### src/rtl/gf_pkg.sv
// gf_pkg: shared FSM encoding, field-degree limits and constants for gf_pow_seq
package gf_pkg;
  localparam int MAXM = 4;
  localparam logic [2:0] M3 = 3'd3;
  localparam logic [2:0] M4 = 3'd4;
  localparam logic [3:0] ONE = 4'b0001;
  typedef enum logic [1:0] {IDLE, SQR, MUL, DONE} state_t;
endpackage

### src/rtl/gf_mul_core.sv
// gf_mul_core: combinational GF(2^m) product a*b mod p for m in {3,4}; in a,b,p,m, out y
module gf_mul_core
  import gf_pkg::*;
(
  input  logic [3:0] a,
  input  logic [3:0] b,
  input  logic [4:0] p,
  input  logic [2:0] m,
  output logic [3:0] y
);
  logic [4:0] r;
  logic [4:0] pm;
  assign pm = (m == M3) ? {1'b0, p[3:0]} : p;
  always_comb begin
    r = '0;
    for (int j = 3; j >= 0; j--) begin
      r = {r[3:0], 1'b0};
      r = ((m == M3) ? r[3] : r[4]) ? r ^ pm : r;
      r = b[j] ? r ^ {1'b0, a} : r;
    end
  end
  assign y = r[3:0];
endmodule

### src/rtl/gf_pow_seq.sv
// gf_pow_seq: MSB-first square-and-multiply a^e mod p; in start/a/e/p/m, out y/busy/done/err
module gf_pow_seq #(
  parameter int MAXM = gf_pkg::MAXM
) (
  input  logic            clk,
  input  logic            rst,
  input  logic            start,
  input  logic [MAXM-1:0] a,
  input  logic [MAXM-1:0] e,
  input  logic [MAXM:0]   p,
  input  logic [2:0]      m,
  output logic [MAXM-1:0] y,
  output logic            busy,
  output logic            done,
  output logic            err
);
  import gf_pkg::*;
  state_t state_q;
  logic [3:0] acc_q, a_q, e_q, y_q;
  logic [4:0] p_q;
  logic [2:0] m_q;
  logic [1:0] i_q;
  logic busy_q, done_q, err_q;
  logic [3:0] mul_b, prod, acc_d;
  logic legal;
  assign legal = (m == M3) || (m == M4);
  assign mul_b = (state_q == SQR) ? acc_q : a_q;
  assign acc_d = e_q[i_q] ? prod : acc_q;
  gf_mul_core u_mul (
    .a(acc_q),
    .b(mul_b),
    .p(p_q),
    .m(m_q),
    .y(prod)
  );
  always_ff @(posedge clk or posedge rst) begin
    if (rst) begin
      state_q <= IDLE;
      acc_q   <= '0;
      a_q     <= '0;
      e_q     <= '0;
      p_q     <= '0;
      m_q     <= '0;
      i_q     <= '0;
      y_q     <= '0;
      busy_q  <= 1'b0;
      done_q  <= 1'b0;
      err_q   <= 1'b0;
    end else begin
      unique case (state_q)
        IDLE: begin
          done_q <= 1'b0;
          if (start && legal) begin
            state_q <= SQR;
            acc_q   <= ONE;
            i_q     <= 2'd3;
            a_q     <= (m == M3) ? {1'b0, a[2:0]} : a;
            p_q     <= (m == M3) ? {1'b0, p[3:0]} : p;
            e_q     <= e;
            m_q     <= m;
            err_q   <= 1'b0;
            busy_q  <= 1'b1;
          end else if (start) begin
            state_q <= DONE;
            y_q     <= '0;
            err_q   <= 1'b1;
            done_q  <= 1'b1;
          end
        end
        SQR: begin
          acc_q   <= prod;
          state_q <= MUL;
        end
        MUL: begin
          acc_q <= acc_d;
          if (i_q == 2'd0) begin
            state_q <= DONE;
            y_q     <= acc_d;
            busy_q  <= 1'b0;
            done_q  <= 1'b1;
          end else begin
            i_q     <= i_q - 2'd1;
            state_q <= SQR;
          end
        end
        DONE: begin
          done_q  <= 1'b0;
          state_q <= IDLE;
        end
      endcase
    end
  end
  assign y    = y_q;
  assign busy = busy_q;
  assign done = done_q;
  assign err  = err_q;
endmodule

### config.mk
export PLATFORM = sky130hd
export DESIGN_NAME = gf_pow_seq
export DESIGN_NICKNAME = d
export VERILOG_FILES = /design/src/rtl/gf_pkg.sv /design/src/rtl/gf_mul_core.sv /design/src/rtl/gf_pow_seq.sv
export SDC_FILE = /design/constraint.sdc
export NUM_CORES = 1
export LEC_CHECK = 0
export ABC_CLOCK_PERIOD_IN_PS = 3400
export CORE_MARGIN = 4
export CORE_UTILIZATION = 50
export CTS_CLUSTER_DIAMETER = 150
export DETAILED_ROUTE_END_ITERATION = 6
export GPL_TIMING_DRIVEN = 0
export PLACE_DENSITY = 0.8
export REMOVE_ABC_BUFFERS = 1
export SYNTH_ARGS = -nofsm -noshare
export SYNTH_HDL_FRONTEND = slang
export SYNTH_SLANG_ARGS = --single-unit
export TNS_END_PERCENT = 30
### constraint.sdc
create_clock -name clk -period 3.4 [get_ports clk]
set_input_delay 0.68 -clock clk [delete_from_list [all_inputs] [get_ports clk]]
set_output_delay 0.68 -clock clk [all_outputs]
set_load 0.01 [all_outputs]
==> results.yml, run 1 <==
power_and_ir_drop:
  max-vdd-ir-drop_uv: 506
  cellLeakagePower_nw: 1.01
  fin_total_pwr_mw: 1.98
  power_density_nw_per_um2: 803
clock_tree:
  clock-root-buffer: "clkbuf_8"
  cts_buffers: 5
  worst_skew_pair.late_latency_ns: 0.28
  clockBufferDepth: 2
  cts_htree_levels: 2
  clk_pin_slew_ns: 0.06
  cts_tree: "done"
  cts_sinks: 30
worst_setup_path:
  required_ns: 3.52
  rr_endpoint: "y[0]"
  cp-end-kind: "flip-flop"
  r2r_cells: 11
  reg2reg_setup_slack_ns: 0.22
  path_class: "reg2reg"
  r2r-start: "state_q[1]"
  worstPathArrival_ns: 3.31
  start_kind: "flip-flop"
  cp_max_fo: 11
timing:
  fmax_ghz: 0.314
  skew_ns: 0.00210
  hold_violations: 0
  rsz0062_at_grt: "no"
  fin_crit_sh: 0.937
  slew_headroom: 0.240
  setup_viol: 0
  drv_slew: 0
  period_needed_ns: 3.18
  tightest_slew_ns: 1.14
grt:
  grt_pass1_vias: 1619
  grt_pass1_wl_mm: 7.45
  antenna_found_initial: 0
  grt_usage: 0.181
  grt_max_degree: 31
  grt-ovfl-total: 0
yosys:
  syn-cell-area_um2: 2110
  synth_commonest_cells: "nand2_1 (36), dfrtp_1 (30), nor2_1 (26)"
  synth_most_common_cell: "nand2_1"
  yosysTopAreaCellShare: 0.355
  synth_enable_flop_cells: 0
  yosys_warnings: 0
  yosysTopAreaCell: "dfrtp_1"
  ys_async_sr_fraction: 1.00
  yosysUniqueCellTypes: 42
  ys_top_cells_by_area: "dfrtp_1 (36%), mux2_2 (8.0%), nand2_1 (6.4%)"
  seq_area_frac_synth: 0.355
  ys_ff_latch: 30
  synth_top_flop_cell: "dfrtp_1"
  syn_avg_cell_area_um2: 8.95
  netlist_instances: 236
route:
  wirelength_mm: 4.46
  dr_wl_met3_um: 199
  wl_per_cell_um: 14.5
  dr_wl_met2_mm: 2.18
  met1Wirelength_mm: 1.99
  drt_iter0_markers: 128
  drc: 0
  dr_total_vias: 1748
  firstDrtPassIters: 4
  topRoutingLayerUsed: "met4"
  routed_via_density: 5.69
  postRouteAntennaNets: 0
cells_and_area:
  fin_area_um2: 2470
  drive_gt1_frac: 0.128
  areaGrowthSynthToFinish_pct: 16.8
  diodes: 0
  layout.nets: 280
run:
  drv_cap: 0
floorplan:
  die_area_um2: 5330
  pin_count: 26
  die_h_um: 73.0
  rows: 23
  core_area_um2: 4030
  start_util: 0.524
  dieWidth_um: 73.0
min_path:
  worstHoldPathCells: 2
  hp-class: "reg2reg"
  min-delay-start: "busy"
  whs_endpoint: "busy"
outcome:
  status: "finished clean"
placed_design:
  gp_congestion: 0.826
  placed_area_um2: 2310
  dp_hpwl_mm: 3.13
  portBuffers: 24
-- where the power goes --
group	internal, mW	switching (mW)	total [mW]
logic	0.451	0.507	0.958
clock network	0.234	0.129	0.363
registers	0.484	0.178	0.661
-- registers in the layout, indices dropped and copies added, names as in the netlist --
name and cells:
done 1, y 4, i_q 2, acc_q 4, a_q 4, m_q 3
p_q 4, state_q 2, err 1, e_q 4, busy 1
-- metrics by stage --
step	cells	hold slack (ns)	setup WS, ns	utilization	TNS (ns)
final	307	0.497	0.216	0.612	0
after detailed placement	298	0.487	-0.317	0.575	-1.98
after floorplan	224	0.475	0.248	-	0
after global placement	298	0.474	-0.278	0.575	-1.60
after CTS	305	0.502	0.0684	0.607	0
after global routing	307	0.522	0.0423	0.612	0
-- cells by family (layout without fill, tap and decap cells) --
| group | after synthesis | after routing | share of synthesized area |
|---|---|---|---|
| AND/OR/NAND/NOR | 91 | 91 | 0.204 |
| AO/OA/AOI/OAI | 46 | 46 | 0.132 |
| flip-flops | 30 | 30 | 0.355 |
| multiplexers | 28 | 28 | 0.152 |
| buffers and inverters | 22 | 43 | 0.0652 |
| XOR/XNOR | 15 | 15 | 0.0687 |
| adder cells (fa/ha/maj) | 4 | 4 | 0.0237 |
-- layout make-up --
class                           count  area (um2)
Sequential cell                    30         751
Clock buffer                        6        82.6
Fill cell                         334        1560
Multi-Input combinational cell    184        1250
Timing Repair Buffer               26         255
Clock inverter                      1        30.0
Tap cell                           50        62.6
Inverter                           10        37.5
-- worst max path at each step --
stage,startpoint,end,slack (ns),depth (start not counted)
after floorplan,state_q[1],y[0],0.25,11
after global placement,state_q[1],y[0],-0.28,11
after detailed placement,state_q[1],y[0],-0.32,11
after CTS,state_q[1],y[0],0.07,11
after global routing,state_q[1],y[0],0.04,11
final,state_q[1],y[0],0.22,11
-- metal layers --
metal / global-route usage / vias to the layer above
li1: - / 854
met1: 0.236 / 837
met2: 0.286 / 48
met3: 0.0399 / 9
met4: 0.0799 / 0
met5: 0 / -
-- layout by cell type (no fill, tap or decap), drive strengths merged, types with 2 or more instances in the layout --
| cell | instances |
|---|---|
| nor2 | 26 |
| xor2 | 4 |
| mux2i | 11 |
| o211ai | 2 |
| o21ai | 16 |
| a21boi | 2 |
| ha | 4 |
| and2 | 2 |
| nand2b | 2 |
| nor3b | 4 |
| mux2 | 16 |
| clkbuf | 7 |
| dfrtp | 30 |
| o22ai | 2 |
| a21oi | 7 |
| nor3 | 3 |
| nand4 | 2 |
| a31oi | 9 |
| nor2b | 4 |
| inv | 10 |
| a211oi | 4 |
| nand2 | 36 |
| nand3 | 7 |
| clkdlybuf4s50 | 24 |
| xnor2 | 10 |
-- worst max-delay path: stages, from the launching register on --
cell	delay [ns]
dfrtp_1	0.42
inv_1	0.13
ha_4	0.23
mux2i_4	0.31
and2b_2	0.25
mux2i_1	0.16
xor2_1	0.23
xnor3_1	0.48
mux2i_2	0.30
nand3_1	0.16
a32oi_1	0.26
o22ai_1	0.12
-- repair_timing --
action                     CTS  global route
gates resized for setup      3             1
setup endpoints to repair    8             8
hold buffers                 0             0
setup buffers                0             2
Power figures use the tool's default switching activity.
==> run 2, diff against run 1 <==
--- a/config.mk
+++ b/config.mk
@@ -10,6 +10,7 @@
 export CORE_UTILIZATION = 50
 export CTS_CLUSTER_DIAMETER = 150
 export DETAILED_ROUTE_END_ITERATION = 6
+export GPL_ROUTABILITY_DRIVEN = 0
 export GPL_TIMING_DRIVEN = 0
 export PLACE_DENSITY = 0.8
 export REMOVE_ABC_BUFFERS = 1
==> results of run 2 <==
Same layout as run 1: the final DEF is identical, and so are final timing and power.
